===== config.mk =====
export PLATFORM = sky130hd
export DESIGN_NAME = std_fp_mult_pipe_arbiter_flat
export DESIGN_NICKNAME = d
export VERILOG_FILES = /design/src/rtl/std_fp_mult_pipe_arbiter_if.sv /design/src/rtl/std_fp_mult_pipe_arbiter.sv /design/src/flat_wrapper.sv
export SDC_FILE = /design/constraint.sdc
export NUM_CORES = 1
export LEC_CHECK = 0
export CAP_MARGIN = 20
export CORE_AREA = 2 2 157 159
export CTS_CLUSTER_DIAMETER = 100
export DETAILED_ROUTE_END_ITERATION = 10
export DIE_AREA = 0 0 159 161
export GPL_ROUTABILITY_DRIVEN = 0
export GPL_TIMING_DRIVEN = 0
export PLACE_DENSITY_LB_ADDON = 0.12
export SYNTH_ARGS = -nofsm -noshare
export SYNTH_HDL_FRONTEND = slang
export SYNTH_SLANG_ARGS = --single-unit

===== constraint.sdc =====
create_clock -name clk -period 3.27 [get_ports clk]
set_input_delay 0.654 -clock clk [delete_from_list [all_inputs] [get_ports clk]]
set_output_delay 0.654 -clock clk [all_outputs]
set_load 0.02 [all_outputs]

===== src/rtl/std_fp_mult_pipe_arbiter_if.sv =====
// rtl/std_fp_mult_pipe_arbiter_if.sv - requester, response and multiplier bus bundle for std_fp_mult_pipe_arbiter
//
// Purpose: groups every handshake/bus signal of the arbiter so the arbiter
// and its environment connect through one port.
//
// Signals:
//   req_valid  [NREQ]        per-requester operand valid, held until accepted
//   req_ready  [NREQ]        one-hot accept (combinational)
//   req_left   [NREQ*WIDTH]  flattened left operands, slice i = [i*WIDTH +: WIDTH]
//   req_right  [NREQ*WIDTH]  flattened right operands, same slicing
//   rsp_valid / rsp_ready    result handshake
//   rsp_id     [IDW]         owner of rsp_data
//   rsp_data   [WIDTH]       registered multiplier result
//   rsp_err                  watchdog abort flag, data invalid when set
//   mul_go, mul_reset, mul_left, mul_right   towards the multiplier
//   mul_out, mul_done                        from the multiplier
//   busy                     arbiter is not idle
//
// Modports: slave = arbiter side, master = environment side.

interface std_fp_mult_pipe_arbiter_if #(
  parameter int WIDTH = 32,
  parameter int NREQ  = 4,
  parameter int IDW   = (NREQ > 1) ? $clog2(NREQ) : 1
);
  logic [NREQ-1:0]       req_valid;
  logic [NREQ-1:0]       req_ready;
  logic [NREQ*WIDTH-1:0] req_left;
  logic [NREQ*WIDTH-1:0] req_right;
  logic                  rsp_valid;
  logic                  rsp_ready;
  logic [IDW-1:0]        rsp_id;
  logic [WIDTH-1:0]      rsp_data;
  logic                  rsp_err;
  logic                  mul_go;
  logic                  mul_reset;
  logic [WIDTH-1:0]      mul_left;
  logic [WIDTH-1:0]      mul_right;
  logic [WIDTH-1:0]      mul_out;
  logic                  mul_done;
  logic                  busy;

  modport slave (
    input  req_valid, req_left, req_right, rsp_ready, mul_out, mul_done,
    output req_ready, rsp_valid, rsp_id, rsp_data, rsp_err,
           mul_go, mul_reset, mul_left, mul_right, busy
  );

  modport master (
    output req_valid, req_left, req_right, rsp_ready, mul_out, mul_done,
    input  req_ready, rsp_valid, rsp_id, rsp_data, rsp_err,
           mul_go, mul_reset, mul_left, mul_right, busy
  );
endinterface


===== src/rtl/std_fp_mult_pipe_arbiter.sv =====
// rtl/std_fp_mult_pipe_arbiter.sv - round-robin sharing of one pipelined multiplier among NREQ requesters
//
// Purpose: grants one requester at a time (round robin from rr_ptr), captures
// its operands, holds mul_go until mul_done, and keeps the tagged result in a
// single-entry buffer until the consumer takes it.
//
// Ports:
//   clk      clock
//   reset_n  asynchronous active-low reset
//   bus      std_fp_mult_pipe_arbiter_if.slave (requests, response, multiplier)
//
// Optional feature: define STD_FP_MULT_ARB_WATCHDOG_EN to enable a BUSY
// watchdog (parameter MAX_LAT). On expiry the multiplier is reset and an
// error response with zero data is returned. Without the macro rsp_err is 0
// and BUSY waits for mul_done indefinitely.

module std_fp_mult_pipe_arbiter #(
  parameter int WIDTH   = 32,
  parameter int NREQ    = 4,
`ifdef STD_FP_MULT_ARB_WATCHDOG_EN
  parameter int MAX_LAT = 8,
`endif
  parameter int IDW     = (NREQ > 1) ? $clog2(NREQ) : 1
) (
  input  logic                        clk,
  input  logic                        reset_n,
  std_fp_mult_pipe_arbiter_if.slave   bus
);

  typedef enum logic [1:0] {
    S_IDLE = 2'd0,
    S_BUSY = 2'd1,
    S_RESP = 2'd2
  } state_e;

  state_e           state_q, state_d;
  logic [IDW-1:0]   rr_ptr_q, rr_ptr_d;
  logic             mul_go_q, mul_go_d;
  logic             mul_reset_q, mul_reset_d;
  logic [WIDTH-1:0] left_q, left_d;
  logic [WIDTH-1:0] right_q, right_d;
  logic             rsp_valid_q, rsp_valid_d;
  logic [IDW-1:0]   rsp_id_q, rsp_id_d;
  logic [WIDTH-1:0] rsp_data_q, rsp_data_d;
`ifdef STD_FP_MULT_ARB_WATCHDOG_EN
  localparam int CW = $clog2(MAX_LAT + 1);
  logic             rsp_err_q, rsp_err_d;
  logic [CW-1:0]    wd_cnt_q, wd_cnt_d;
`endif

  // Round-robin search: walk candidates from the farthest to rr_ptr itself so
  // the last hit written is the first valid index at or after rr_ptr.
  logic           grant_any;
  logic [IDW-1:0] grant_idx;
  logic [IDW:0]   cand;
  logic           grant_en;
  logic [IDW-1:0] rr_next;
  logic [NREQ-1:0] req_ready_w;

  always_comb begin
    grant_any = 1'b0;
    grant_idx = '0;
    cand      = '0;
    for (int k = NREQ - 1; k >= 0; k--) begin
      cand = {1'b0, rr_ptr_q} + (IDW+1)'(k);
      if (cand >= (IDW+1)'(NREQ)) begin
        cand = cand - (IDW+1)'(NREQ);
      end
      if (bus.req_valid[cand[IDW-1:0]]) begin
        grant_any = 1'b1;
        grant_idx = cand[IDW-1:0];
      end
    end
  end

  // No grant while the multiplier is still held in reset.
  assign grant_en = (state_q == S_IDLE) && !mul_reset_q && grant_any;
  assign rr_next  = (grant_idx == IDW'(NREQ - 1)) ? '0 : grant_idx + IDW'(1);

  always_comb begin
    req_ready_w = '0;
    if (grant_en) begin
      req_ready_w[grant_idx] = 1'b1;
    end
  end

  always_comb begin
    state_d     = state_q;
    rr_ptr_d    = rr_ptr_q;
    mul_go_d    = mul_go_q;
    mul_reset_d = 1'b0;
    left_d      = left_q;
    right_d     = right_q;
    rsp_valid_d = rsp_valid_q;
    rsp_id_d    = rsp_id_q;
    rsp_data_d  = rsp_data_q;
`ifdef STD_FP_MULT_ARB_WATCHDOG_EN
    rsp_err_d   = rsp_err_q;
    wd_cnt_d    = wd_cnt_q;
`endif
    case (state_q)
      S_IDLE: begin
        if (grant_en) begin
          left_d   = bus.req_left[int'(grant_idx)*WIDTH +: WIDTH];
          right_d  = bus.req_right[int'(grant_idx)*WIDTH +: WIDTH];
          rsp_id_d = grant_idx;
          rr_ptr_d = rr_next;
          mul_go_d = 1'b1;
          state_d  = S_BUSY;
`ifdef STD_FP_MULT_ARB_WATCHDOG_EN
          wd_cnt_d = '0;
`endif
        end
      end
      S_BUSY: begin
        if (bus.mul_done) begin
          rsp_data_d  = bus.mul_out;
          rsp_valid_d = 1'b1;
          mul_go_d    = 1'b0;
          state_d     = S_RESP;
`ifdef STD_FP_MULT_ARB_WATCHDOG_EN
        end else if (wd_cnt_q == CW'(MAX_LAT - 1)) begin
          // This is the MAX_LAT-th BUSY cycle without done: abort the op and
          // flush the multiplier pipe.
          mul_go_d    = 1'b0;
          mul_reset_d = 1'b1;
          rsp_data_d  = '0;
          rsp_err_d   = 1'b1;
          rsp_valid_d = 1'b1;
          state_d     = S_RESP;
        end else begin
          wd_cnt_d = wd_cnt_q + CW'(1);
`endif
        end
      end
      S_RESP: begin
        // go stays low here for at least one cycle, clearing the done pipe.
        if (rsp_valid_q && bus.rsp_ready) begin
          rsp_valid_d = 1'b0;
          state_d     = S_IDLE;
`ifdef STD_FP_MULT_ARB_WATCHDOG_EN
          rsp_err_d   = 1'b0;
`endif
        end
      end
      default: begin
        state_d = S_IDLE;
      end
    endcase
  end

  always_ff @(posedge clk or negedge reset_n) begin
    if (!reset_n) begin
      state_q     <= S_IDLE;
      rr_ptr_q    <= '0;
      mul_go_q    <= 1'b0;
      mul_reset_q <= 1'b1;
      left_q      <= '0;
      right_q     <= '0;
      rsp_valid_q <= 1'b0;
      rsp_id_q    <= '0;
      rsp_data_q  <= '0;
`ifdef STD_FP_MULT_ARB_WATCHDOG_EN
      rsp_err_q   <= 1'b0;
      wd_cnt_q    <= '0;
`endif
    end else begin
      state_q     <= state_d;
      rr_ptr_q    <= rr_ptr_d;
      mul_go_q    <= mul_go_d;
      mul_reset_q <= mul_reset_d;
      left_q      <= left_d;
      right_q     <= right_d;
      rsp_valid_q <= rsp_valid_d;
      rsp_id_q    <= rsp_id_d;
      rsp_data_q  <= rsp_data_d;
`ifdef STD_FP_MULT_ARB_WATCHDOG_EN
      rsp_err_q   <= rsp_err_d;
      wd_cnt_q    <= wd_cnt_d;
`endif
    end
  end

  assign bus.req_ready = req_ready_w;
  assign bus.rsp_valid = rsp_valid_q;
  assign bus.rsp_id    = rsp_id_q;
  assign bus.rsp_data  = rsp_data_q;
`ifdef STD_FP_MULT_ARB_WATCHDOG_EN
  assign bus.rsp_err   = rsp_err_q;
`else
  assign bus.rsp_err   = 1'b0;
`endif
  assign bus.mul_go    = mul_go_q;
  assign bus.mul_reset = mul_reset_q;
  assign bus.mul_left  = left_q;
  assign bus.mul_right = right_q;
  assign bus.busy      = (state_q != S_IDLE);

endmodule

===== src/flat_wrapper.sv =====
// flat-port wrapper written by rule: the top's interface ports become plain ports
module std_fp_mult_pipe_arbiter_flat 
#(
  parameter int WIDTH   = 32,
  parameter int NREQ    = 4,

  parameter int IDW     = (NREQ > 1) ? $clog2(NREQ) : 1
)
  (clk, reset_n, bus_req_valid, bus_req_left, bus_req_right, bus_rsp_ready, bus_mul_out, bus_mul_done, bus_req_ready, bus_rsp_valid, bus_rsp_id, bus_rsp_data, bus_rsp_err, bus_mul_go, bus_mul_reset, bus_mul_left, bus_mul_right, bus_busy);
  std_fp_mult_pipe_arbiter_if #(.WIDTH(WIDTH), .NREQ(NREQ), .IDW(IDW)) bus_i ();
  input  logic clk;
  input  logic reset_n;
  input wire logic [$bits(bus_i.req_valid)-1:0] bus_req_valid;
  input wire logic [$bits(bus_i.req_left)-1:0] bus_req_left;
  input wire logic [$bits(bus_i.req_right)-1:0] bus_req_right;
  input wire logic [$bits(bus_i.rsp_ready)-1:0] bus_rsp_ready;
  input wire logic [$bits(bus_i.mul_out)-1:0] bus_mul_out;
  input wire logic [$bits(bus_i.mul_done)-1:0] bus_mul_done;
  output wire logic [$bits(bus_i.req_ready)-1:0] bus_req_ready;
  output wire logic [$bits(bus_i.rsp_valid)-1:0] bus_rsp_valid;
  output wire logic [$bits(bus_i.rsp_id)-1:0] bus_rsp_id;
  output wire logic [$bits(bus_i.rsp_data)-1:0] bus_rsp_data;
  output wire logic [$bits(bus_i.rsp_err)-1:0] bus_rsp_err;
  output wire logic [$bits(bus_i.mul_go)-1:0] bus_mul_go;
  output wire logic [$bits(bus_i.mul_reset)-1:0] bus_mul_reset;
  output wire logic [$bits(bus_i.mul_left)-1:0] bus_mul_left;
  output wire logic [$bits(bus_i.mul_right)-1:0] bus_mul_right;
  output wire logic [$bits(bus_i.busy)-1:0] bus_busy;
  assign bus_i.req_valid = bus_req_valid;
  assign bus_i.req_left = bus_req_left;
  assign bus_i.req_right = bus_req_right;
  assign bus_i.rsp_ready = bus_rsp_ready;
  assign bus_i.mul_out = bus_mul_out;
  assign bus_i.mul_done = bus_mul_done;
  assign bus_req_ready = bus_i.req_ready;
  assign bus_rsp_valid = bus_i.rsp_valid;
  assign bus_rsp_id = bus_i.rsp_id;
  assign bus_rsp_data = bus_i.rsp_data;
  assign bus_rsp_err = bus_i.rsp_err;
  assign bus_mul_go = bus_i.mul_go;
  assign bus_mul_reset = bus_i.mul_reset;
  assign bus_mul_left = bus_i.mul_left;
  assign bus_mul_right = bus_i.mul_right;
  assign bus_busy = bus_i.busy;
  std_fp_mult_pipe_arbiter #(.WIDTH(WIDTH), .NREQ(NREQ), .IDW(IDW)) u_core (.clk(clk), .reset_n(reset_n), .bus(bus_i));
endmodule

Word-level counts from Yosys, hierarchy flattened. Cells that the tools add are included.

RAM bits: 0. Memories: 0. Output and inout port bits: 107. Register bits after elaboration: 105. Word-level logic and storage cells: 83. Input bits: 296. Latch bits: 0. Bits in read-only memories: 0.

Equality and inequality tests: 6. Multiplexer cells: 34. Shift operators: 2. Div/mod/pow operators: 0. $lt $le $gt $ge: 10. Multiply operators: 0. Add/sub/neg operators: 8. Reductions and logical operators: 14. Bitwise gates (word level): 0.

Operators by type and width (number): 128-bit by 8-bit variable part select with 32-bit output (2); 2-bit two-way mux (12); 2-bit by 3-bit less-than comparator with 1-bit output (second input constant) (5); 1-bit two-way mux (13); 3-bit greater-or-equal comparator (second input constant) (3); 3-bit AND reduction (3); 1-bit binary-select mux with 2-bit select (4); 2-bit by 1-bit subtractor with 2-bit output (second input constant) (4); 2-bit by 2-bit adder with 3-bit output (second input constant) (2); 2-bit one-hot mux with 3 select lines (1); 2-bit nonzero test (3); 2-bit equality test (second input constant) (2); 1-bit logical AND (4); 4-bit two-way mux (1); 2-bit by 1-bit inequality test with 1-bit output (second input constant) (2); 1-bit one-hot mux with 2 select lines (2); 2-bit AND reduction (2); 2-bit by 1-bit adder with 3-bit output (second input constant) (1); 2-bit by 3-bit greater-or-equal comparator with 1-bit output (second input constant) (1); 2-bit by 1-bit adder with 2-bit output (second input constant) (1); 1-bit demux with 2-bit select (1); 2-bit by 1-bit equality test with 1-bit output (second input constant) (1); 2-bit by 1-bit greater-or-equal comparator with 1-bit output (second input constant) (1); 2-bit zero test (1); 2 further kinds (2).

Longest topological paths before layout. Gate-level depths: netlist of run 1.

Depth after elaboration: 14. Mapped depth: 9. Depth with buffers taken out: 7.

Worst setup path after synthesis of run 1. Ideal clock, no wire load.

Path kind: in2out. From: input bus_req_valid[2]. To: output bus_req_ready[2]. Buffers on the path: 2. Stages: 8. Slack: 657 ps. Required time: 2616 ps. Data arrival time: 1959 ps. Path through: nor2b_1 a21boi_4 o32ai_4 buf_12 buf_8 inv_1 ha_1 and2_1.

Longest elaborated chain between the ends: 11. Elaborated cells between the ends (all ways): 23. Classes of those cells: order compare: 2; mux: 19; reduce/logical: 2.

RTL lines: start: declaration (line flat_wrapper.sv:13) `input wire logic [$bits(bus_i.req_valid)-1:0] bus_req_valid;`; 1-bit binary-select mux with 2-bit select (line std_fp_mult_pipe_arbiter.sv:69) `if (bus.req_valid[cand[IDW-1:0]]) begin`; 1-bit two-way mux (not written as such) (line std_fp_mult_pipe_arbiter.sv:69); 2-bit two-way mux (3 in series) (line std_fp_mult_pipe_arbiter.sv:69); 2-bit two-way mux (*) (line std_fp_mult_pipe_arbiter.sv:69); named net u_core.grant_idx[1] (line std_fp_mult_pipe_arbiter.sv:54) `logic [IDW-1:0] grant_idx;`; 2-bit by 3-bit less-than comparator with 1-bit output (not written as such) / 2-bit by 1-bit greater-or-equal comparator with 1-bit output (equally long branches) (line std_fp_mult_pipe_arbiter.sv:83) `req_ready_w[grant_idx] = 1'b1;`; 1-bit logical AND (not written as such) (line std_fp_mult_pipe_arbiter.sv:83); 1-bit two-way mux (not written as such) (line std_fp_mult_pipe_arbiter.sv:83); 1-bit demux with 2-bit select (*); 4-bit two-way mux (*) (line std_fp_mult_pipe_arbiter.sv:82) `if (grant_en) begin`; end: declaration (line flat_wrapper.sv:19) `output wire logic [$bits(bus_i.req_ready)-1:0] bus_req_ready;`.

The timed path passes the listed nets; every way through them passes the cells marked *. The select of a mux whose other input is x is not followed.

Worst setup path in the final report of run 1.
From: input bus_req_valid[1]. To: output bus_req_ready[3].

The elaborated chain is that of the path after synthesis.

==> impl_metrics.py, run 1 <==
metrics = {
    "logic_synthesis": {
        "synth_area_per_cell_sq_um": 12.9,
        "post_synth_num_cell_types": 36,
        "yosys_register_bits": 105,
        "synth_ff_type": "dfrtp_1",
        "yosysTopAreaCell": "dfrtp_1",
        "yosysWarnings": 0,
        "async_flop_share_pct": 100,
        "syn_inst": 479,
        "synth_top_area_share_pct": 42.0,
        "synth-edff-count": 0,
        "synth_area_sq_mm": 0.00620,
        "synth_area_leaders": "dfrtp_1 42%, mux2i_1 21%, o221ai_2 15%, mux2_2 5.8%, nand2_1 4.5%",
        "ys_seq_area_share_pct": 42.4,
    },
    "pwr": {
        "leakage_nw": 4.73,
        "pwr-share-clk_pct": 13.2,
        "ir_drop_uv": 481,
        "seq_power_share_pct": 25.9,
        "swShare_pct": 40.1,
        "p_sw_mw": 3.55,
        "p_int_mw": 5.30,
        "p_comb_share_pct": 60.9,
        "p_per_area_mw_per_mm2": 805,
        "finalPower_mw": 8.84,
    },
    "timing": {
        "worstMarginPinSlew_ns": 0.694,
        "slew_viol_final": 0,
        "fin_crit_ns": 3.14,
        "setup_viol": 0,
        "clock_skew_ns": 0.0132,
        "hold_viol_final": 0,
        "fin_crit_sh_pct": 96.0,
        "max_freq_ghz": 0.319,
        "rsz0062_at_grt": "false",
        "relSlewSlack_pct": 53.7,
    },
    "cts": {
        "clkSinkCount": 105,
        "max-clock-path-buffers": 2,
        "clk_pin_slew_ns": 0.08,
        "cts_tree": "built",
        "numCtsBuffers": 9,
        "cts.root.buffer_cell": "clkbuf_16",
        "htreeDepth": 3,
        "clkLatencyLatePin_ns": 0.36,
    },
    "die": {
        "ioPinCount": 403,
        "die_w_microns": 159,
        "initial_core_util_pct": 25.9,
        "core_area_sq_mm": 0.0240,
        "rows": 57,
        "dieArea_sq_mm": 0.0256,
        "fp.dieH_microns": 161,
    },
    "worst_setup_path": {
        "crit_chain": "clkdlybuf4s50_1 > nor2b_1 > a21boi_4 > o32ai_4 > buf_12 > inv_1 > ha_1 > and2_1 > dlygate4sd2_1",
        "crit_arrival_ns": 2.48,
        "r2r-end": "u_core.bus.mul_left[20]$_DFFE_PN0P_",
        "max_stage_delay_ns": 0.53,
        "r2r-start": "u_core.rr_ptr_q[0]$_DFFE_PN0P_",
        "ff2ff_path_depth": 7,
        "critical_path.slowest_cell": "clkdlybuf4s50_1",
        "required_ns": 2.62,
        "worst-setup-path-type": "in2out",
        "path_max_fanout": 4,
        "cp-end-kind": "output port",
        "reg2reg_slack_ns": 1.00,
        "cp-start-kind": "input port",
    },
    "worst_hold_path": {
        "hp-class": "in2async",
    },
    "placed_design": {
        "hpwl_microns": 19500,
        "port_buffers": 401,
    },
    "drt": {
        "post_drt_wl_per_cell_microns": 20.1,
        "avgViaCountPerCell": 4.48,
        "initialDrtViolationCount": 193,
        "drt.antenna.violating_nets": 0,
        "vias": 5486,
        "drc": 0,
        "wl_microns": 24600,
        "firstDrtPassIters": 4,
    },
    "final_layout": {
        "areaGrowthSynthToFinish_pct": 77.3,
        "final_core_util_pct": 45.8,
        "num_antenna_cells": 0,
        "drive_above_1_share_pct": 17.3,
        "nets": 1195,
    },
    "global_route": {
        "grt_antenna_before_repair": 0,
        "grt_pass1_wl_microns": 37600,
        "grt_max_degree": 55,
        "overflow": 0,
        "grt_pass1_vias": 6144,
        "grt_util_all_layers_pct": 19.2,
    },
    "flow_run": {
        "drv_cap": 0,
    },
    "status": {
        "status": "finished, final reports clean",
    },
}
-- power groups by stage --
stage          Sequential (mW)  Combinational, mW  Clock, mW
2_1_floorplan             3.03               2.37          0
3_3_place_gp              2.28               5.44          0
3_5_place_dp              2.31               5.45          0
4_1_cts                   2.29               5.48       1.21
5_1_grt                   2.38               5.77       1.25
6_report                  2.29               5.39       1.17
-- cell type report --
cell class | instances | area, sq um
multi-input cells | 333 | 3140
well taps | 324 | 405
plain buffers | 37 | 385
clock inverters | 5 | 62.6
inverters | 3 | 11.3
fillers | 2307 | 13000
repair buffers | 406 | 4110
flip-flops and latches | 105 | 2630
clock buffers | 11 | 243
-- repair_timing --
action,in CTS,in global routing
pin swaps,1,1
setup endpoints to repair,4,3
hold buffers,0,0
buffers inserted,3,0
resized for setup,4,3
cloned,1,0
-- cells by family (layout without fill, tap and decap cells) --
| group | Yosys count | in the layout | synth area share [%] |
|---|---|---|---|
| and+or+nand+nor | 92 | 92 | 6.42 |
| muxes | 160 | 160 | 26.5 |
| DFF | 105 | 105 | 42.4 |
| other | 1 | 2 | 0.0605 |
| buffers and inverters | 42 | 462 | 6.97 |
| adders and majority gates | 4 | 4 | 0.808 |
| AOI/OAI and AO/OA | 75 | 75 | 16.8 |
-- cell usage in the layout, fill, tap and decap left out, types with 3 or more instances in the layout --
master / instances
ha_1: 4
nor2b_1: 3
mux2i_1: 128
dfrtp_1: 104
buf_4: 8
buf_6: 4
clkbuf_1: 4
dlygate4sd2_1: 3
o21ai_0: 5
clkdlybuf4s50_1: 394
o221ai_1: 3
o221ai_2: 61
buf_12: 7
clkbuf_16: 9
buf_2: 11
mux2_2: 32
nand2_1: 74
and2_1: 4
bufbuf_8: 4
-- registers in the layout, summed over array words and instances, names as in the netlist --
| register | count |
|---|---|
| u_core.state_q | 2 |
| u_core.bus.rsp_id | 2 |
| u_core.bus.mul_go | 1 |
| u_core.bus.rsp_valid | 1 |
| u_core.bus.mul_left | 32 |
| u_core.bus.mul_reset | 1 |
| u_core.rr_ptr_q | 2 |
| u_core.bus.mul_right | 32 |
| u_core.bus.rsp_data | 32 |
-- per-stage QoR --
step | hold slack [ns] | setup WS (ns) | cells | TNS (ns) | area, sq um
final | 0.252 | 0.132 | 1224 | 0 | 11000
after global routing | 0.292 | 0.00867 | 1224 | 0 | 11000
after CTS | 0.278 | 0.0800 | 1224 | 0 | 11000
after detailed placement | 0.470 | -0.614 | 1206 | -2.36 | 10600
after global placement | 0.461 | -3.09 | 1205 | -324.53 | 10600
after floorplan | 0.358 | 0.657 | 480 | 0 | 6200
-- critical path, delay by kind of cell --
family / cells / cell delay, ns
buffers and inverters: 4 / 1.05
AND/OR/NAND/NOR: 2 / 0.21
adder cells (fa/ha/maj): 1 / 0.16
AO/OA/AOI/OAI: 2 / 0.41
-- how the worst max path moves through the flow --
stage / endpoint / depth (start not counted) / slack (ns) / start
global route: bus_req_ready[3] / 9 / 0.009 / bus_req_valid[2]
detailed placement: bus_req_ready[3] / 10 / -0.61 / bus_req_valid[1]
global placement: u_core.bus.mul_right[20]$_DFFE_PN0P_ / 1 / -3.09 / reset_n
floorplan: bus_req_ready[2] / 8 / 0.66 / bus_req_valid[2]
CTS: bus_req_ready[3] / 9 / 0.08 / bus_req_valid[2]
finish: bus_req_ready[3] / 9 / 0.13 / bus_req_valid[1]
-- synthesized netlist by cell type (3+ instances only) --
cell type  count
o221ai_2      61
buf_8          3
ha_1           4
buf_2         11
nor2b_1        3
buf_6          3
mux2i_1      128
bufbuf_8       4
and2_1         4
nand2_1       74
clkbuf_1       3
o21ai_0        5
o221ai_1       3
buf_12         7
buf_4          6
mux2_2        32
dfrtp_1      104
-- routing by layer --
metal | global-route usage [%] | vias to the layer above | wire length [microns]
met5 | 0 | - | 0
met4 | 5.91 | 0 | 493
met3 | 6.24 | 24 | 2240
met2 | 33.5 | 274 | 11900
met1 | 22.6 | 2563 | 9880
li1 | - | 2625 | -
Note: power is estimated with default switching activity, not from simulation.
==> run 2, diff against run 1 <==
- CELL_PAD_IN_SITES_DETAIL_PLACEMENT: not set -> 1
- CELL_PAD_IN_SITES_GLOBAL_PLACEMENT: not set -> 2
- CORE_AREA: 2 2 157 159 -> not set
- CORE_UTILIZATION: not set -> 23
- DIE_AREA: 0 0 159 161 -> not set
==> run 2 against run 1 <==
Effect of this change:
- the flow now finishes with violations (DRC)
- setup slack worse by 0.040 ns
- die area is 7.8% higher
- combinational power hardly changed
- final cell count is 0.98% higher
- design area is 0.25% lower
- first-iteration DRC count is 26% lower
- clock power is 7% lower
- routed wire length is 5.9% higher
- total power is 0.57% lower
- largest cell class unchanged
- largest power group unchanged
==> impl_metrics.py, run 2 (synthesis results as in run 1) <==
metrics = {
    "drt": {
        "vias": 5583,
        "wl_microns": 26000,
        "drt.antenna.violating_nets": 0,
        "avgViaCountPerCell": 4.52,
        "post_drt_wl_per_cell_microns": 21.0,
        "firstDrtPassIters": 7,
        "drc": 30,
        "initialDrtViolationCount": 143,
    },
    "placed_design": {
        "hpwl_microns": 21000,
        "port_buffers": 401,
        "dp.cells": 1217,
        "postPlaceCellArea_sq_mm": 0.0107,
        "place_ws_ns": -0.606,
    },
    "final_layout": {
        "nets": 1195,
        "drive_above_1_share_pct": 17.7,
        "mostFrequentLayoutCell": "clkdlybuf4s50_1",
        "final_core_util_pct": 41.8,
        "areaGrowthSynthToFinish_pct": 76.9,
        "final_cell_area_sq_mm": 0.0110,
        "final_cells": 1236,
        "final_cell_mix": "394 x clkdlybuf4s50_1, 128 x mux2i_1, 104 x dfrtp_1, 74 x nand2_1, 61 x o221ai_2",
    },
    "worst_setup_path": {
        "cp-end-kind": "output port",
        "crit_arrival_ns": 2.52,
        "reg2reg_slack_ns": 0.77,
        "required_ns": 2.62,
        "path_max_fanout": 4,
        "cp-start-kind": "input port",
        "worst-setup-path-type": "in2out",
    },
    "cts": {
        "clkSinkCount": 105,
        "htreeDepth": 3,
        "cts_hold_buffers": 0,
        "cts.root.buffer_cell": "clkbuf_16",
        "clkLatencyLatePin_ns": 0.35,
        "clk_pin_slew_ns": 0.08,
        "numCtsBuffers": 9,
        "cts_tree": "built",
        "max-clock-path-buffers": 2,
    },
    "die": {
        "fp.dieH_microns": 166,
        "ioPinCount": 403,
        "die_w_microns": 166,
        "core_area_sq_mm": 0.0262,
        "dieArea_sq_mm": 0.0276,
        "initial_core_util_pct": 23.6,
        "rows": 59,
    },
    "pwr": {
        "seq_power_share_pct": 26.3,
        "p_comb_share_pct": 61.3,
        "swShare_pct": 41.1,
        "p_sw_mw": 3.61,
        "leakage_nw": 4.70,
        "p_int_mw": 5.18,
        "pwr-share-clk_pct": 12.4,
        "p_per_area_mw_per_mm2": 802,
        "ir_drop_uv": 419,
    },
    "flow_run": {
        "drv_cap": 0,
    },
    "timing": {
        "setup_ws_ns": 0.0920,
        "worst_hold_slack_ns": 0.177,
        "hold_viol_final": 0,
        "setup_viol": 0,
        "rsz0062_at_grt": "false",
        "max_freq_ghz": 0.315,
        "fin_crit_ns": 3.18,
        "slew_viol_final": 0,
        "fin_crit_sh_pct": 97.2,
        "clock_skew_ns": 0.0131,
        "worstMarginPinSlew_ns": 0.563,
        "relSlewSlack_pct": 62.1,
    },
    "global_route": {
        "overflow": 0,
        "grt_pass1_vias": 6499,
        "grt_util_all_layers_pct": 18.7,
        "grt_pass1_wl_microns": 39100,
        "grt_antenna_before_repair": 1,
        "grt_max_degree": 74,
    },
    "status": {
        "violations": "DRC",
        "status": "finished with violations",
    },
    "worst_hold_path": {
        "hp-class": "in2async",
    },
}
-- run 2: through the flow --
| step | total power [mW] | TNS (ns) |
|---|---|---|
| floorplan | 5.40 | 0 |
| global placement | 7.70 | -297.54 |
| detailed placement | 7.82 | -2.35 |
| CTS | 8.97 | 0 |
| global route | 9.34 | 0 |
| finish | 8.79 | 0 |
-- run 2: worst max-delay path, cell delays in order --
cell,delay (ns)
clkdlybuf4s50_1,0.46
nor2b_1,0.17
a21boi_4,0.15
o32ai_4,0.32
buf_12,0.16
inv_1,0.05
ha_1,0.17
and2_1,0.14
clkdlybuf4s15_2,0.25
-- run 2: cell type report --
| cell class | count | area (sq um) |
|---|---|---|
| timing repair buffer | 405 | 4070 |
| clock inverter | 7 | 61.3 |
| antenna | 1 | 2.50 |
| multi-input combinational | 333 | 3140 |
| fill | 2814 | 15200 |
| sequential | 105 | 2630 |
| buffer | 38 | 405 |
| clock buffer | 9 | 225 |
| inverter | 3 | 11.3 |
| tap | 335 | 419 |
-- run 2: worst paths after layout --
check                                                         start                                  end  depth (start not counted)
worst max register to register       u_core.rr_ptr_q[0]$_DFFE_PN0P_  u_core.bus.mul_right[9]$_DFFE_PN0P_                          8
max in group asynchronous                                   reset_n       u_core.bus.mul_reset$_DFF_PN1_                          2
worst min-delay path                                        reset_n   u_core.bus.rsp_data[1]$_DFFE_PN0P_                          1
worst max-delay path                               bus_req_valid[2]                     bus_req_ready[3]                          9
min in group clk                u_core.bus.mul_left[12]$_DFFE_PN0P_  u_core.bus.mul_left[12]$_DFFE_PN0P_                          2
worst min register to register  u_core.bus.mul_left[12]$_DFFE_PN0P_  u_core.bus.mul_left[12]$_DFFE_PN0P_                          2
-- run 2: power by group through the flow --
| stage | registers (mW) | logic (mW) | clock network (mW) |
|---|---|---|---|
| 5_1_grt | 2.40 | 5.77 | 1.18 |
| 3_3_place_gp | 2.29 | 5.41 | 0 |
| 6_report | 2.31 | 5.39 | 1.09 |
| 4_1_cts | 2.32 | 5.51 | 1.14 |
| 3_5_place_dp | 2.33 | 5.49 | 0 |
| 2_1_floorplan | 3.03 | 2.37 | 0 |
-- run 2: timing repair --
item | CTS | global route
pin swaps | 1 | 1
cloned | 0 | 0
resized for setup | 9 | 1
setup endpoints to repair | 4 | 4
setup buffers | 3 | 0
-- run 2: routing by layer --
metal | vias up | GRT usage, % | share of wire (%)
met2 | 255 | 34.2 | 51
met1 | 2692 | 20.3 | 38
met5 | - | 0 | 0
met4 | 0 | 3.58 | 0.80
li1 | 2625 | - | -
met3 | 11 | 7.36 | 10
